File: src/rtl/pipeline_pkg.sv
// Shared pipeline definitions: opcode constants, register index width, the instruction
// bundle passed between stages, and operand-use decode helpers.
package pipeline_pkg;

  localparam int unsigned REG_NUM = 32;
  localparam int unsigned REG_AW  = 5;

  localparam logic [6:0] OP_BUBBLE = 7'b0000000;
  localparam logic [6:0] OP_LOAD   = 7'b0000011;
  localparam logic [6:0] OP_STORE  = 7'b0100011;
  localparam logic [6:0] OP_BRANCH = 7'b1100011;
  localparam logic [6:0] OP_JAL    = 7'b1101111;
  localparam logic [6:0] OP_JALR   = 7'b1100111;
  localparam logic [6:0] OP_OP     = 7'b0110011;
  localparam logic [6:0] OP_OPIMM  = 7'b0010011;
  localparam logic [6:0] OP_LUI    = 7'b0110111;
  localparam logic [6:0] OP_AUIPC  = 7'b0010111;
  localparam logic [6:0] OP_SYSTEM = 7'b1110011;

  typedef struct packed {
    logic [31:0]       pc;
    logic [6:0]        opcode;
    logic [REG_AW-1:0] rd;
    logic [REG_AW-1:0] rs1;
    logic [REG_AW-1:0] rs2;
    logic [11:0]       csr;
    logic [2:0]        funct3;
    logic [6:0]        funct7;
    logic [31:0]       imm;
  } instr_t;

  function automatic logic uses_rs1(input logic [6:0] op, input logic [2:0] funct3);
    case (op)
      OP_OP, OP_STORE, OP_BRANCH, OP_OPIMM, OP_LOAD, OP_JALR: uses_rs1 = 1'b1;
      OP_SYSTEM:                                                uses_rs1 = ~funct3[2];
      default:                                                  uses_rs1 = 1'b0;
    endcase
  endfunction

  function automatic logic uses_rs2(input logic [6:0] op);
    case (op)
      OP_OP, OP_STORE, OP_BRANCH: uses_rs2 = 1'b1;
      default:                    uses_rs2 = 1'b0;
    endcase
  endfunction

  function automatic logic writes_rd(input logic [6:0] op, input logic [REG_AW-1:0] rd);
    case (op)
      OP_BUBBLE, OP_STORE, OP_BRANCH: writes_rd = 1'b0;
      default:                        writes_rd = (rd != '0);
    endcase
  endfunction

endpackage

File: src/rtl/schedule_scoreboard.sv
// Busy scoreboard for outstanding register writes with set/clear/flush and operand query.
// SCHEDULE_WB_BYPASS_EN: queries ignore the register being retired this cycle.
module schedule_scoreboard
  import pipeline_pkg::*;
(
  input  logic              CLK,
  input  logic              RST_N,
  input  logic              flush,
  input  logic              set_en,
  input  logic [REG_AW-1:0] set_rd,
  input  logic              clr_en,
  input  logic [REG_AW-1:0] clr_rd,
  input  logic [REG_AW-1:0] rs1,
  input  logic [REG_AW-1:0] rs2,
  input  logic [REG_AW-1:0] rd,
  output logic              rs1_busy,
  output logic              rs2_busy,
  output logic              rd_busy
);

  logic [REG_NUM-1:0] busy_q, busy_d, set_mask, clr_mask, query;

  always_comb begin
    set_mask = '0;
    clr_mask = '0;
    if (set_en) set_mask[set_rd] = 1'b1;
    if (clr_en) clr_mask[clr_rd] = 1'b1;
    // Set is applied after clear so a same-cycle retire of the issuing rd keeps it busy.
    busy_d    = (busy_q & ~clr_mask) | set_mask;
    busy_d[0] = 1'b0;
    if (flush) busy_d = '0;
  end

`ifdef SCHEDULE_WB_BYPASS_EN
  assign query = busy_q & ~clr_mask;
`else
  assign query = busy_q;
`endif

  assign rs1_busy = query[rs1];
  assign rs2_busy = query[rs2];
  assign rd_busy  = query[rd];

  always_ff @(posedge CLK or negedge RST_N) begin
    if (!RST_N) begin
      busy_q <= '0;
    end else begin
      busy_q <= busy_d;
    end
  end

endmodule

File: src/rtl/schedule.sv
// Scheduler stage: issues one checked instruction per cycle once its operands are free.
// Build option SCHEDULE_WB_BYPASS_EN lets a waiter issue in its register's writeback cycle.
module schedule
  import pipeline_pkg::*;
(
  input  logic              CLK,
  input  logic              RST_N,
  input  logic              FLUSH,
  input  logic              MEM_WAIT,
  input  logic [31:0]       CHECK_PC,
  input  logic [6:0]        CHECK_OPCODE,
  input  logic [REG_AW-1:0] CHECK_RD,
  input  logic [REG_AW-1:0] CHECK_RS1,
  input  logic [REG_AW-1:0] CHECK_RS2,
  input  logic [11:0]       CHECK_CSR,
  input  logic [2:0]        CHECK_FUNCT3,
  input  logic [6:0]        CHECK_FUNCT7,
  input  logic [31:0]       CHECK_IMM,
  input  logic              WB_VALID,
  input  logic [REG_AW-1:0] WB_RD,
  output logic              STALL,
  output logic              SCHEDULE_VALID,
  output logic [31:0]       SCHEDULE_PC,
  output logic [6:0]        SCHEDULE_OPCODE,
  output logic [REG_AW-1:0] SCHEDULE_RD,
  output logic [REG_AW-1:0] SCHEDULE_RS1,
  output logic [REG_AW-1:0] SCHEDULE_RS2,
  output logic [11:0]       SCHEDULE_CSR,
  output logic [2:0]        SCHEDULE_FUNCT3,
  output logic [6:0]        SCHEDULE_FUNCT7,
  output logic [31:0]       SCHEDULE_IMM
);

  instr_t check_instr, sched_q;
  logic   valid_q;
  logic   in_valid, use1, use2, wr_rd, hazard, issue;
  logic   rs1_busy, rs2_busy, rd_busy;

  always_comb begin
    check_instr.pc     = CHECK_PC;
    check_instr.opcode = CHECK_OPCODE;
    check_instr.rd     = CHECK_RD;
    check_instr.rs1    = CHECK_RS1;
    check_instr.rs2    = CHECK_RS2;
    check_instr.csr    = CHECK_CSR;
    check_instr.funct3 = CHECK_FUNCT3;
    check_instr.funct7 = CHECK_FUNCT7;
    check_instr.imm    = CHECK_IMM;
  end

  assign in_valid = (CHECK_OPCODE != OP_BUBBLE);
  assign use1     = uses_rs1(CHECK_OPCODE, CHECK_FUNCT3);
  assign use2     = uses_rs2(CHECK_OPCODE);
  assign wr_rd    = writes_rd(CHECK_OPCODE, CHECK_RD);
  assign hazard   = in_valid & ((use1 & rs1_busy) | (use2 & rs2_busy) | (wr_rd & rd_busy));
  assign STALL    = hazard & ~MEM_WAIT & ~FLUSH;
  assign issue    = ~FLUSH & ~MEM_WAIT & ~hazard;

  schedule_scoreboard u_scoreboard (
    .CLK      (CLK),
    .RST_N    (RST_N),
    .flush    (FLUSH),
    .set_en   (issue & wr_rd),
    .set_rd   (CHECK_RD),
    .clr_en   (WB_VALID & (WB_RD != '0)),
    .clr_rd   (WB_RD),
    .rs1      (CHECK_RS1),
    .rs2      (CHECK_RS2),
    .rd       (CHECK_RD),
    .rs1_busy (rs1_busy),
    .rs2_busy (rs2_busy),
    .rd_busy  (rd_busy)
  );

  // MEM_WAIT holds the issued instruction; FLUSH and hazards insert a zero bubble.
  always_ff @(posedge CLK or negedge RST_N) begin
    if (!RST_N) begin
      sched_q <= '0;
      valid_q <= 1'b0;
    end else if (FLUSH) begin
      sched_q <= '0;
      valid_q <= 1'b0;
    end else if (!MEM_WAIT) begin
      if (hazard) begin
        sched_q <= '0;
        valid_q <= 1'b0;
      end else begin
        sched_q <= check_instr;
        valid_q <= in_valid;
      end
    end
  end

  assign SCHEDULE_VALID  = valid_q;
  assign SCHEDULE_PC     = sched_q.pc;
  assign SCHEDULE_OPCODE = sched_q.opcode;
  assign SCHEDULE_RD     = sched_q.rd;
  assign SCHEDULE_RS1    = sched_q.rs1;
  assign SCHEDULE_RS2    = sched_q.rs2;
  assign SCHEDULE_CSR    = sched_q.csr;
  assign SCHEDULE_FUNCT3 = sched_q.funct3;
  assign SCHEDULE_FUNCT7 = sched_q.funct7;
  assign SCHEDULE_IMM    = sched_q.imm;

endmodule
File: config.mk
export PLATFORM = sky130hd
export DESIGN_NAME = schedule
export DESIGN_NICKNAME = d
export VERILOG_FILES = /design/src/rtl/pipeline_pkg.sv /design/src/rtl/schedule_scoreboard.sv /design/src/rtl/schedule.sv
export SDC_FILE = /design/constraint.sdc
export NUM_CORES = 1
export LEC_CHECK = 0
export ABC_CLOCK_PERIOD_IN_PS = 6910
export CAP_MARGIN = 30
export CORE_UTILIZATION = 55
export CTS_CLUSTER_SIZE = 10
export DETAILED_ROUTE_END_ITERATION = 16
export DONT_BUFFER_PORTS = 1
export HOLD_SLACK_MARGIN = 0.02
export PLACE_DENSITY = 0.8
export SLEW_MARGIN = 20
export SYNTH_ARGS = -nofsm -noshare
export SYNTH_HDL_FRONTEND = slang
export SYNTH_HIERARCHICAL = 1
export SYNTH_SLANG_ARGS = --single-unit
File: constraint.sdc
create_clock -name CLK -period 6.91 [get_ports CLK]
set_input_delay 1.0365 -clock CLK [delete_from_list [all_inputs] [get_ports CLK]]
set_output_delay 1.0365 -clock CLK [all_outputs]
set_load 0.01 [all_outputs]
# Yosys cells after proc, flatten, opt, wreduce, memory -nomap -nowiden
# Index checks and enable logic that the tools add are counted.
word_totals:
  mem_bits_ro: 0
  input_bits: 118
  out_inout_bits: 110
  word_cells: 75
  regBits: 141
  mem_bits_rw: 0
  n_memories: 0
  latchBits: 0
op_classes:
  n_lt_le_gt_ge: 6
  reduce_logical: 9
  multipliers: 0
  eq_ne: 8
  muxes: 22
  n_addsub: 0
  shifts: 0
  bitwise: 19
  div_mod_pow: 0
ops:
  columns: ["cell", "n"]
  rows:
  - ["108-bit two-way mux", 3]
  - ["32-bit two-way mux", 3]
  - ["32-bit AND", 1]
  - ["32-bit inverter", 1]
  - ["32-bit OR", 1]
  - ["5-bit by 6-bit < comparator with 1-bit output, second input constant", 4]
  - ["7-bit == test, second input constant", 3]
  - ["1-bit binary-select mux with 5-bit select", 3]
  - ["7-bit by 6-bit == test with 1-bit output, second input constant", 2]
  - ["1-bit AND", 10]
  - ["1-bit demux with 5-bit select", 2]
  - ["5-bit by 1-bit >= comparator with 1-bit output, second input constant", 2]
  - ["1-bit two-way mux", 10]
  - ["5-bit nonzero test", 2]
  - ["7-bit by 2-bit == test with 1-bit output, second input constant", 1]
  - ["7-bit by 5-bit == test with 1-bit output, second input constant", 1]
  - ["7-bit logical NOT", 1]
  - ["7-bit nonzero test", 1]
  - ["3-bit OR reduction", 2]
  - ["6-bit OR reduction", 1]
  - ["1-bit inverter", 4]
  - ["1-bit logical AND", 2]
  - ["2-bit != test, second input constant", 1]
  - ["1-bit OR", 2]
  - ["1-bit one-hot mux with 2 select lines", 1]

# Logic depth before layout (Yosys ltp)
# Gate-level depths: netlist (run 1).
logic_depth:
  depth_word: 13
  ltp_mapped: 16

# Cells and area by module
# Netlist (run 1), hierarchy kept.
by_module_without_submodules:
  columns: ["mod", "area_each_um2", "seq_area_each_um2", "cells_per_inst", "instances"]
  rows:
  - ["schedule", 5061.1, 2727.6, 412, 1]
  - ["schedule_scoreboard", 2312.2, 775.7, 265, 1]

# Worst setup path after synthesis (run 1)
# No wires, ideal clock.
synth_timing:
  kind: "input -> output"
  start: "in CHECK_RS1[0]"
  end: "out STALL"
  arrival_ns: 2.991
  required_time_ns: 5.873
  slack_ns: 2.883
  stages: 12
  cell_sequence: "buf_6 mux4_2 nand2b_1 o211ai_1 nand4_1 and4b_1 o21ai_0 a21o_1 buf_2 buf_2 buf_6 a21boi_0"
synth_between:
  elab_chain_len: 8
synth_lines:
  columns: ["item", "line", "rtl"]
  rows:
  - ["start: declaration", "schedule.sv:13", "input logic [REG_AW-1:0] CHECK_RS1,"]
  - ["1-bit binary-select mux with 5-bit select", "schedule_scoreboard.sv:40", "assign rs1_busy = query[rs1];"]
  - ["1-bit two-way mux (not written as such)", "schedule_scoreboard.sv:40", null]
  - ["named net rs1_busy", "schedule.sv:37", "logic rs1_busy, rs2_busy, rd_busy;"]
  - ["1-bit AND", "schedule.sv:55", "assign hazard = in_valid & ((use1 & rs1_busy) | (use2 & rs2_busy) | (wr_rd & rd_busy));"]
  - ["1-bit OR (2 in a row)", "schedule.sv:55", null]
  - ["1-bit AND", "schedule.sv:55", null]
  - ["1-bit AND (2 in a row)", "schedule.sv:56", "assign STALL = hazard & ~MEM_WAIT & ~FLUSH;"]
  - ["end: declaration", "schedule.sv:21", "output logic STALL,"]
# The timed path passes the listed nets, and every way through them passes these cells. The select of a mux whose other input is x is not followed.

# Worst setup path in the final report (run 1)
# Same ends and word-level chain as after synthesis.

==> results.md, run 1 <==
- For this run, asynchronously set or reset flops after synthesis account for 100%.
- The number of synthesized flops with an enable pin is 0.
- During placement, the flow inserted port buffers numbering 0.
- The critical path's slowest cell is sky130_fd_sc_hd__mux4_1.
- Summed over all layers, the routed wires come to 20.0 mm.
- Summing the areas of all xor and xnor instances in the mapped netlist gives 0% of the synthesized area.
- Yosys instantiated no cell more often than sky130_fd_sc_hd__dfrtp_1.
- The dominant synthesized flop cell is sky130_fd_sc_hd__dfrtp_1.
- The iteration-0 DRC count of the detailed router is 592.
- The post-route setup TNS is 0 ns.
- The congestion estimate from routability-driven global placement came to between 0.9 and 1.
- Ranked by instance count, the synthesized netlist is headed by sky130_fd_sc_hd__dfrtp_1, sky130_fd_sc_hd__nor3b_1, sky130_fd_sc_hd__a32o_1.
- The ratio of total power to cell area is 248 nW/um2.
- IR analysis of the VDD net gives a maximum drop of between 0.15 and 0.2 mV.
- The simple-gate share of the synthesized area is 18.6%.
- The floorplan step defined a core boundary enclosing between 10000 and 15000 um2.
- Relative to the synthesized area, the layout overhead comes to 7.13%.
- The post-route DRC violation count is 0.
- The number of inserted diodes is 0.
- The clock tree root driver cell is sky130_fd_sc_hd__clkbuf_16.
- The via-per-instance ratio is 7.19.
- Counting every net in the synthesized netlist gives 795.
- The first detailed-routing pass took 5 iterations.
- The starting utilization of the core area is 57.5%.
- The proportion of layout cells with a drive suffix above 1 is 7.20%.
- The global router's overall resource usage is 29.3%.
- Counting flops and latches in the post-synthesis netlist gives 140.
- The maximum fanout along the worst path is 60.
- The maximum number of pins on one net before global-route repair is ~140.
- Clock latency on the worst-skew pair, taken at its later pin, is 0.42 ns.
- Summing the areas of all compound-gate instances in the mapped netlist gives 22.3% of the synthesized area.
- The flow ran to the end, and the final reports show no timing, DRC or antenna violations.
- Measured along the x axis, the die boundary spans 118 um.
- In the post-synthesis netlist, the biggest area contributors are sky130_fd_sc_hd__dfrtp_1, sky130_fd_sc_hd__a32o_1, sky130_fd_sc_hd__nor3b_1.
- In this run the vertical extent of the chip is 118 um.
- The count of pins over their slew limit is 0.
- Among cell families on the critical path, the largest total delay comes from compound AO/OA/AOI/OAI gates.
- The critical path startpoint category is an input pin.
- For this run, the number of Yosys warnings is 6.
- The area share of fa/ha/maj cells after synthesis is 0%.
- TritonCTS built the clock tree.
- Counting both buffers and inverters, the worst setup path holds a total of 1.
- The clock buffer count from CTS is 17.
- In this run, post-CTS repair resized a total of 0 instances.
- The sequential area share after synthesis is 47.5%.
- After clock tree synthesis, the clock-pin slew on the worst setup and hold paths is 0.06 ns.
- The number of H-tree branching levels is 4.
- 228 I/O pins were placed.
- The post-synthesis cell count is just under 700.
- The first global-routing pass estimated approximately 32 mm of wire.
- The data arrival time of the critical path is 3.40 ns.
- The post-route antenna net violation count is 0.
- Clock skew on the completed layout was measured at roughly 0.0097 ns.
- The via count of the first global-routing pass is ~5700.
- In this run the core area contains between 40 and 50 standard-cell rows.
- Across all setup checks in the final design, the least slack found is 2.48 ns.
- The post-placement setup slack is between 2 and 2.5 ns.
- Max-cap violations in this run came to 0.
- The signal on the critical path passes through mux4_1 > o2111ai_1 > nand4_1 > and4b_1 > o21ai_0 > a21o_4 > buf_12 > a21boi_0.
- The type of the most critical hold path is input pin to asynchronous set/reset pin.
- The largest area contributor in the netlist is sky130_fd_sc_hd__dfrtp_1.
- The synthesized area per cell is 10.9 um2.
- The average wire per cell in the routed design is 24.6 um.
- The element type at the critical path end is a primary output.
- The final critical delay including setup and external delays is 4.43 ns.
- The netlist uses 38 different library cells.
- No sink is reached through more buffers than the 2 on the longest clock path.
- The critical path is of the input pin to primary output type.
- The final route contains 5834 vias.
- The proportion of netlist area held by the largest area contributor is between 40% and 50%.
- On the worst path, the slowest cell contributes a delay of between 0.5 and 0.6 ns.
- For this run, the top clock speed supported by timing is ~230 MHz.
- The hold violation total from the final report was 0.
- For the pin with the worst max-slew slack, the measured transition is 0.929 ns.
- Setup repair after global routing left no endpoint under its margin.
- The worst path uses between 60% and 70% of the clock period.
- The synthesized netlist occupies a cell area of 7370 um2.
- The initial antenna violation count is 0.
- The post-CTS setup buffer count is 0.
- The total of endpoints with negative setup slack in the final report is 0.
- The main combinational cell family by area after synthesis is compound AO/OA/AOI/OAI gates.
- STA puts the critical path data required time at 5.87 ns.
- At the end of the flow, the number of nets in the layout was ~740.
- The detailed-placement wirelength estimate is about 13 mm.
- Summed over all cells, the static leakage comes to ~0.0031 uW.
- After synthesis, the share of cell area in mux cells is 6.57%.
- The relative slew slack is between 30% and 40%.
- The floorplan step defined a die boundary enclosing 13900 um2.
- Hold repair after CTS inserted 0 buffers.
- The total global routing overflow is 0.
- The number of clock sinks is 140.
placed cells by master, fill, tap and decap left out, types with 5 or more instances in the layout:
cell                        Yosys  final
sky130_fd_sc_hd__nor2b_1        8      7
sky130_fd_sc_hd__a32o_1       108    108
sky130_fd_sc_hd__a22oi_1        6      6
sky130_fd_sc_hd__nor2_1        11     11
sky130_fd_sc_hd__nand3b_1       6      6
sky130_fd_sc_hd__nand3_1       14     14
sky130_fd_sc_hd__dfrtp_1      140    140
sky130_fd_sc_hd__o21ai_0       33     33
sky130_fd_sc_hd__nand2_1       39     39
sky130_fd_sc_hd__a211oi_1       5      5
sky130_fd_sc_hd__a21oi_1       43     43
sky130_fd_sc_hd__nor3b_1      110    110
sky130_fd_sc_hd__mux4_2         6      6
sky130_fd_sc_hd__nand2b_1       7      6
sky130_fd_sc_hd__mux2i_1       27     27
sky130_fd_sc_hd__clkbuf_16      0     17
per-stage QoR:
step / hold slack, ns / cell area, um2 / power, uW / std cells / util (%)
floorplan: 0.532 / 7370 / 1070 / 677 / -
global placement: 0.545 / 7270 / 1060 / 777 / 56.7
detailed placement: 0.552 / 7270 / 1070 / 777 / 56.7
CTS: 0.295 / 7860 / 1970 / 809 / 61.3
global route: 0.296 / 7900 / 2030 / 811 / 61.6
finish: 0.314 / 7900 / 1960 / 811 / 61.6
path summary, 6_finish.rpt:
| kind | start | endpoint | slack, ns | depth (start not counted) |
|---|---|---|---|---|
| max | CHECK_RS1[0] | STALL | 2.48 | 8 |
| min | RST_N | u_scoreboard/busy_q[12]$_DFF_PN0_ | 0.31 | 0 |
| max reg2reg | u_scoreboard/busy_q[6]$_DFF_PN0_ | u_scoreboard/busy_q[16]$_DFF_PN0_ | 3.00 | 12 |
| min reg2reg | SCHEDULE_CSR[6]$_DFFE_PN0P_ | SCHEDULE_CSR[6]$_DFFE_PN0P_ | 0.56 | 1 |
| max in group asynchronous | RST_N | u_scoreboard/busy_q[17]$_DFF_PN0_ | 6.38 | 0 |
| min in group CLK | SCHEDULE_CSR[6]$_DFFE_PN0P_ | SCHEDULE_CSR[6]$_DFFE_PN0P_ | 0.56 | 1 |
report_power, final:
part | switching (uW) | total, uW | internal, uW
clock network | 343 | 903 | 561
registers | 52.4 | 912 | 860
logic | 71.4 | 145 | 74.0
cell families (layout without fill, tap and decap cells):
family          count (synthesis)  in the layout
flops                         140            140
simple gates                  216            216
buf+inv                        78             40
mux                            36             36
compound gates                207            207
final cells by class:
type                    instances  area, um2
clock buffers                  23        478
clock inverters                 9        111
fillers                      1056       4930
inverters                       4       15.0
multi-input cells             459       3520
flip-flops and latches        140       3500
well taps                     172        215
repair buffers                  4       55.1
state kept, by name, indices dropped and copies added (netlist names):
signal and cells:
SCHEDULE_FUNCT3 3, u_scoreboard/busy_q 31, SCHEDULE_RS2 5, SCHEDULE_OPCODE 7, SCHEDULE_RD 5, SCHEDULE_FUNCT7 7
SCHEDULE_RS1 5, SCHEDULE_VALID 1, SCHEDULE_CSR 12, SCHEDULE_IMM 32, SCHEDULE_PC 32
routing by layer:
metal	wire, um	up-vias	GRT usage, %
li1	-	2549	-
met1	7850	2902	37.3
met2	9590	332	45.7
met3	1820	51	8.28
met4	720	0	15.1
met5	0	-	0
worst register-to-register path, delay by kind of cell (launching register included):
family,cells,cell delay (ns)
AND/OR/NAND/NOR,5,1.35
multiplexers,1,0.47
flip-flops,1,0.43
AO/OA/AOI/OAI,5,1.23
buffers and inverters,1,0.34
Note: power is estimated with default switching activity, not from simulation.
==> run 2, diff against run 1 <==
--- a/config.mk
+++ b/config.mk
@@ -5,14 +5,14 @@
 export SDC_FILE = /design/constraint.sdc
 export NUM_CORES = 1
 export LEC_CHECK = 0
-export ABC_CLOCK_PERIOD_IN_PS = 6910
+export ABC_CLOCK_PERIOD_IN_PS = 3600
 export CAP_MARGIN = 30
 export CORE_UTILIZATION = 55
 export CTS_CLUSTER_SIZE = 10
 export DETAILED_ROUTE_END_ITERATION = 16
 export DONT_BUFFER_PORTS = 1
 export HOLD_SLACK_MARGIN = 0.02
-export PLACE_DENSITY = 0.8
+export PLACE_DENSITY = 0.83
 export SLEW_MARGIN = 20
 export SYNTH_ARGS = -nofsm -noshare
 export SYNTH_HDL_FRONTEND = slang
==> constraint.sdc (replaced) <==
create_clock -name CLK -period 3.6 [get_ports CLK]
set_input_delay 0.54 -clock CLK [delete_from_list [all_inputs] [get_ports CLK]]
set_output_delay 0.54 -clock CLK [all_outputs]
set_load 0.01 [all_outputs]
==> results.md, run 2 (synthesized netlist as in run 1, its figures left out) <==
- The critical path startpoint category is a flop.
- The via count of the first global-routing pass is 5870 (+2.4%).
- In the layout the commonest cells are sky130_fd_sc_hd__dfrtp_1, sky130_fd_sc_hd__nor3b_1, sky130_fd_sc_hd__a32o_1.
- The routed design could run at a clock period as short as 3.33 ns.
- The total number of nets in the final design is 747 (+0.40%).
- The count of buffer and inverter cells on the critical path came to 0 (-1).
- The die height is 118 um (unchanged).
- The floorplan core area is 12800 um2 (unchanged).
- The number of detailed-route iterations in the first pass is 5 (unchanged).
- The global-route wire length before repair is 31.9 mm (+0.28%).
- The global router's overall resource usage is 29.1% (-0.20 points).
- The largest individual stage delay along the critical path comes from the cell sky130_fd_sc_hd__nor2_1.
- The count of buffers from port buffering came to 0 (unchanged).
- The leakage power came to 0.00313 uW (+0.38%).
- The post-cts gate resize count was 0 (unchanged).
- The maximum count of clock buffers along a single path is 2 (unchanged).
- The total detailed-routing wirelength is 20.4 mm (+1.9%).
- The average wire per cell in the routed design is 24.9 um (+1.3%).
- Traced cell by cell, the critical path runs through mux4_2 > nand2b_1 > o211ai_1 > nand4_1 > and4b_1 > o21ai_0 > a21o_4 > o2111a_1 > nand2_1 > nor2_1 > nand2_1 > a21oi_1.
- The post-route setup TNS is 0 ns (unchanged).
- The global placement routability congestion is 0.915 (-0.91%).
- In this design, the largest share of critical-path delay is due to simple AND/OR/NAND/NOR gates.
- The number of H-tree branching levels is 4 (unchanged).
- The checks that failed: negative hold slack.
- The run finished, with violations left.
- Setup repair after global routing left no endpoint under its margin.
- The post-route DRC violation count is 0 (unchanged).
- The initial antenna violation count is 1 (+1).
- The via-per-instance ratio came to 7.32 (+1.8%).
- The type of the most critical hold path is input pin to asynchronous set/reset pin.
- The detailed-placement wirelength estimate is 12.5 mm (-1.1%).
- The maximum clock skew at final layout was 0.0116 ns (+0.00194 ns).
- The tree is rooted in a sky130_fd_sc_hd__clkbuf_16.
- The ratio of total power to cell area is 473 nW/um2 (+90%).
- The library cell used most frequently in the layout, excluding fill and tap cells, is sky130_fd_sc_hd__dfrtp_1.
- The post-placement setup slack is 0.279 ns (-1.99 ns).
- The hold violation total from the final report is 140 (+140).
- The overall die width is 118 um (unchanged).
- The count of pins over their slew limit is 0 (unchanged).
- The relative slew slack came to 44.0% (+6.0 points).
- The maximum fanout along the worst path is 21 (-65%).
- The overall die area is 13900 um2 (unchanged).
- The transition time of the tightest slew-check pin was 0.837 ns (-0.0929 ns).
- The total of endpoints with negative setup slack in the final report was 0 (unchanged).
- The insertion delay of the later-clocked pin in the worst-skew pair is 0.42 ns (about the same).
- The total global routing overflow is 0 (unchanged).
- The clock slew seen by the registers of the worst setup and hold paths is 0.06 ns (about the same).
- The maximum number of pins on one net before global-route repair is 143 (unchanged).
- The top-level port count is 228 (unchanged).
- The clock buffer count from CTS was 17 (unchanged).
- The proportion of layout cells with a drive suffix above 1 came to 7.79% (+0.59 points).
- The worst setup margin is 0.266 ns (-2.21 ns).
- The post-route antenna net violation count is 0 (unchanged).
- The fmax is 300 MHz.
- The worst hold slack across all endpoints is -0.190 ns (-0.504 ns).
- The reported max-cap violation count is 0 (unchanged).
- The iteration-0 DRC count of the detailed router is 709 (+20%).
- The number of standard-cell rows in the floorplan came to 41 (unchanged).
- The data arrival time of the critical path was 3.67 ns (+0.27 ns).
- TritonCTS built the clock tree.
- The element type at the critical path end is a flop.
- The most used cell along the critical path is sky130_fd_sc_hd__nand2_1.
- The number of clock sinks was 140 (unchanged).
- The critical path start-end classification is flop to flop.
- The post-synthesis to final-layout area growth is 7.55%.
- The delay of the slowest critical-path stage is 0.63 ns (+0.10 ns).
- The final critical path takes up about 93% of the cycle.
- The starting utilization of the core area is 57.5% (unchanged).
- The total via count after detailed routing was 5976 (+2.4%).
- The maximum vdd ir drop came to 0.334 mV (+78%).
- The required time at the endpoint of the critical path was 3.94 ns (-1.93 ns).
- The post-CTS setup buffer count is 0 (unchanged).
[run 2: changes by cell type in the layout (fill, tap and decap cells not counted), sizes merged]
cell,previous run,this run
clkbuf,23,19
buf,4,7
inv,5,8
diode,0,2
clkinvlp,2,3
[run 2: worst register-to-register path, stage by stage, from the launching register on]
cell,delay [ns]
sky130_fd_sc_hd__dfrtp_1,0.41
sky130_fd_sc_hd__mux4_2,0.47
sky130_fd_sc_hd__nand2b_1,0.15
sky130_fd_sc_hd__o211ai_1,0.09
sky130_fd_sc_hd__nand4_1,0.14
sky130_fd_sc_hd__and4b_1,0.25
sky130_fd_sc_hd__o21ai_0,0.15
sky130_fd_sc_hd__a21o_4,0.32
sky130_fd_sc_hd__o2111a_1,0.27
sky130_fd_sc_hd__nand2_1,0.06
sky130_fd_sc_hd__nor2_1,0.63
sky130_fd_sc_hd__nand2_1,0.12
sky130_fd_sc_hd__a21oi_1,0.19
[run 2: final timing paths]
kind / start / cells after the start / end / slack, ns
min in group CLK: FLUSH / 1 / u_scoreboard/busy_q[11]$_DFF_PN0_ / 0.19
setup / recovery: u_scoreboard/busy_q[7]$_DFF_PN0_ / 12 / u_scoreboard/busy_q[26]$_DFF_PN0_ / 0.27
hold reg to reg: SCHEDULE_OPCODE[1]$_DFFE_PN0P_ / 1 / SCHEDULE_OPCODE[1]$_DFFE_PN0P_ / 0.56
max in group asynchronous: RST_N / 0 / u_scoreboard/busy_q[15]$_DFF_PN0_ / 3.52
setup reg to reg: u_scoreboard/busy_q[7]$_DFF_PN0_ / 12 / u_scoreboard/busy_q[26]$_DFF_PN0_ / 0.27
hold / removal: RST_N / 0 / SCHEDULE_FUNCT7[5]$_DFFE_PN0P_ / -0.19
[run 2: layout make-up]
| cell class | count | area (um2) |
|---|---|---|
| Timing Repair Buffer | 7 | 97.6 |
| Clock buffer | 19 | 433 |
| Antenna cell | 2 | 5.00 |
| Fill cell | 1018 | 4890 |
| Tap cell | 172 | 215 |
| Multi-Input combinational cell | 459 | 3520 |
| Inverter | 4 | 15.0 |
| Clock inverter | 13 | 140 |
| Sequential cell | 140 | 3500 |
[run 2: layer usage]
| layer | GRT usage [%] | up-vias | part of all wire, % | routed length (um) |
|---|---|---|---|---|
| li1 | - | 2554 | - | - |
| met5 | 0 | - | 0 | 0 |
| met3 | 9.21 | 81 | 11 | 2200 |
| met2 | 46.3 | 384 | 47 | 9560 |
| met1 | 35.9 | 2957 | 38 | 7770 |
| met4 | 14.2 | 0 | 4.1 | 825 |
[run 2: where the power goes]
| part | switching, uW | total [uW] | internal (uW) |
|---|---|---|---|
| registers | 99.5 | 1750 | 1650 |
| clock network | 690 | 1710 | 1020 |
| logic | 139 | 285 | 146 |
[run 2: metrics by stage]
stage	instance area [um2]	power, uW	utilization (%)	instances	hold WS (ns)
4_1_cts	7900	3760	61.6	813	-0.199
3_3_place_gp	7320	2040	57.1	781	0.247
3_5_place_dp	7320	2060	57.1	781	0.246
5_1_grt	7930	3880	61.8	814	-0.207
2_1_floorplan	7370	2050	-	677	0.244
6_report	7930	3750	61.8	816	-0.190
==> run 3, diff against run 2 <==
--- a/config.mk
+++ b/config.mk
@@ -7,6 +7,7 @@
 export LEC_CHECK = 0
 export ABC_CLOCK_PERIOD_IN_PS = 3600
 export CAP_MARGIN = 30
+export CORE_ASPECT_RATIO = 1.2
 export CORE_UTILIZATION = 55
 export CTS_CLUSTER_SIZE = 10
 export DETAILED_ROUTE_END_ITERATION = 16
==> results.md, run 3 (synthesized netlist as in run 1, its figures left out) <==
- The maximum clock skew at final layout is 0.0107 ns (-0.000932 ns).
- The total detailed-routing wirelength came to 21.0 mm (+3.3%).
- The maximum vdd ir drop came to 0.355 mV (+6.3%).
- The final reports fail on negative hold slack.
- The critical path startpoint category is a flop.
- The clock slew seen by the registers of the worst setup and hold paths is 0.07 ns (about the same).
- The fmax is 291 MHz (-3.1%).
- The element type at the critical path end is a primary output.
- The proportion of layout cells with a drive suffix above 1 came to 8.39% (+0.60 points).
- The period utilization is 95.5% (+2.9 points).
- The required time at the endpoint of the critical path is 3.06 ns (-0.88 ns).
- The starting utilization of the core area was 57.4% (about the same).
- The global-route wire length before repair is 32.0 mm (+0.30%).
- The maximum number of pins on one net before global-route repair is 143 (unchanged).
- The maximum fanout along the worst path is 34 (+62%).
- The post-route antenna net violation count is 0 (unchanged).
- The maximum count of clock buffers along a single path was 2 (unchanged).
- The total of endpoints with negative setup slack in the final report came to 0 (unchanged).
- In this run the critical register-to-register path is captured at u_scoreboard/busy_q[2]$_DFF_PN0_.
- The final critical delay including setup and external delays is 3.44 ns (+0.106 ns).
- Setup repair after global routing left no endpoint under its margin.
- The leakage power was 0.00317 uW (+1.1%).
- The post-route non-filler standard cell count is 808 (-0.98%).
- The number of H-tree branching levels was 4 (unchanged).
- The number of clock sinks is 140 (unchanged).
- The count of buffers from port buffering was 0 (unchanged).
- The via count of the first global-routing pass is 5974 (+1.8%).
- The floorplan core area was 12800 um2 (about the same).
- The top-level port count is 228 (unchanged).
- The flow ran to the end, but the final reports show violations.
- The worst hold slack across all endpoints is -0.181 ns (+0.00908 ns).
- The total number of nets in the final design was 750 (+0.40%).
- The ratio of total power to cell area came to 493 nW/um2 (+4.2%).
- The data arrival time of the critical path is 2.90 ns (-0.77 ns).
- The clock tree from TritonCTS is yes.
- The via-per-instance ratio was 7.42 (+1.3%).
- The overall die area is 13900 um2 (about the same).
- The post-CTS setup buffer count is 0 (unchanged).
- The global placement routability congestion was 0.946 (+3.5%).
- The average wire per cell in the routed design is 26.0 um (+4.3%).
- The count of pins over their slew limit came to 0 (unchanged).
- The insertion delay of the later-clocked pin in the worst-skew pair is 0.42 ns (about the same).
- The post-route DRC violation count is 0 (unchanged).
- The library cell used most frequently in the layout, excluding fill and tap cells, is sky130_fd_sc_hd__dfrtp_1.
- The global router's overall resource usage is 30.3% (+1.2 points).
- The final-layout fill cell count came to 1019 (+0.098%).
- The area growth from synthesis to layout is 7.96%.
- The die height is 129 um (+9.4%).
- In this run the clock root is driven by a sky130_fd_sc_hd__clkbuf_16.
- The overall die width is 108 um (-8.6%).
- The worst setup path is of the flop to primary output kind.
- The detailed-placement wirelength estimate is 13.2 mm (+5.7%).
- The clock buffer count from CTS is 17 (unchanged).
- The iteration-0 DRC count of the detailed router is 651 (-8.2%).
- In the layout the commonest cells are sky130_fd_sc_hd__dfrtp_1, sky130_fd_sc_hd__nor3b_1, sky130_fd_sc_hd__a32o_1.
- The transition time of the tightest slew-check pin came to 0.620 ns (-0.217 ns).
- The slack of the worst reg-to-reg path is 0.43 ns (+0.16 ns).
- The initial antenna violation count came to 0 (-1).
- The total global routing overflow is 0 (unchanged).
- The relative slew slack is 58.7% (+15 points).
- The reported max-cap violation count came to 0 (unchanged).
- The total via count after detailed routing is 5995 (+0.32%).
- The hold violation total from the final report was 140 (unchanged).
- The worst reg-to-reg path cell count is 13 (+1).
- The number of inserted diodes is 0 (-2).
- The number of cells in the design after placement was 777 (-0.51%).
- The number of detailed-route iterations in the first pass came to 7 (+2).
- The post-route setup TNS is 0 ns (unchanged).
- The type of the most critical hold path is input pin to asynchronous set/reset pin.
- The critical register-to-register path startpoint is u_scoreboard/busy_q[23]$_DFF_PN0_.
- The number of standard-cell rows in the floorplan is 45 (+9.8%).
## run 3: cell count changes in the layout (fill, tap and decap cells not counted)
cell                         change
sky130_fd_sc_hd__buf_4           +5
sky130_fd_sc_hd__clkinv_2        -3
sky130_fd_sc_hd__buf_12          -2
sky130_fd_sc_hd__bufinv_16       +2
sky130_fd_sc_hd__clkbuf_1        -2
sky130_fd_sc_hd__clkinv_4        +2
sky130_fd_sc_hd__clkinvlp_4      -2
sky130_fd_sc_hd__diode_2         -2
sky130_fd_sc_hd__buf_16          -1
sky130_fd_sc_hd__buf_8           +1
sky130_fd_sc_hd__inv_6           +1
sky130_fd_sc_hd__inv_8           +1
## run 3: worst max-delay path by stage
| stage | cells after the start | slack, ns | from | to |
|---|---|---|---|---|
| floorplan | 15 | 0.25 | CHECK_RS1[0] | u_scoreboard/busy_q[16]$_DFF_PN0_ |
| global placement | 9 | 0.50 | CHECK_RS1[0] | STALL |
| detailed placement | 9 | 0.41 | CHECK_RS1[0] | STALL |
| CTS | 10 | 0.12 | u_scoreboard/busy_q[23]$_DFF_PN0_ | STALL |
| global route | 10 | 0.03 | u_scoreboard/busy_q[23]$_DFF_PN0_ | STALL |
| finish | 10 | 0.16 | u_scoreboard/busy_q[23]$_DFF_PN0_ | STALL |
## run 3: timing repair
item,4_1_cts,5_1_grt
hold endpoints to repair,140,140
gates resized for setup,0,2
setup endpoints to repair,0,1
## run 3: worst max-delay path: stages (launching register included)
cell and delay (ns):
sky130_fd_sc_hd__dfrtp_1 0.43, sky130_fd_sc_hd__mux4_2 0.50, sky130_fd_sc_hd__nand2b_1 0.16, sky130_fd_sc_hd__o2111ai_1 0.11, sky130_fd_sc_hd__nand4_1 0.18, sky130_fd_sc_hd__and4b_1 0.27, sky130_fd_sc_hd__o21ai_0 0.13, sky130_fd_sc_hd__a21o_4 0.19
sky130_fd_sc_hd__buf_8 0.21, sky130_fd_sc_hd__a21boi_0 0.12, sky130_fd_sc_hd__buf_4 0.17
## run 3: cell type report
cell class,count,area (um2),area share [%]
Multi-Input combinational cell,459,3520,44.2
Sequential cell,140,3500,44.0
Clock buffer,17,425,5.34
Clock inverter,14,208,2.61
Tap cell,164,205,2.58
Timing Repair Buffer,10,82.6,1.04
Inverter,4,15.0,0.189
## run 3: through the flow
| stage | power (uW) | utilization (%) | hold WS (ns) | setup WS [ns] | instance area (um2) |
|---|---|---|---|---|---|
| finish | 3920 | 62.0 | -0.181 | 0.160 | 7960 |
| global route | 4030 | 62.0 | -0.203 | 0.0331 | 7960 |
| CTS | 3930 | 61.9 | -0.194 | 0.123 | 7950 |
| detailed placement | 2060 | 57.0 | 0.249 | 0.414 | 7320 |
| global placement | 2040 | 57.0 | 0.250 | 0.498 | 7320 |
| floorplan | 2050 | - | 0.244 | 0.251 | 7370 |
## run 3: metal layers
| layer | track usage, % | vias to the layer above | wire length [um] |
|---|---|---|---|
| met4 | 13.1 | 0 | 603 |
| met1 | 36.6 | 3050 | 7710 |
| met3 | 11.1 | 55 | 2170 |
| li1 | - | 2550 | - |
| met5 | 0 | - | 0 |
| met2 | 48.9 | 340 | 10500 |
## run 3: report_power, final
part	leakage [uW]	switching, uW	internal (uW)	total [uW]
clock network	0.000309	711	1180	1890
logic	0.000957	141	141	282
registers	0.00190	103	1650	1750
total	0.00317	955	2970	3920
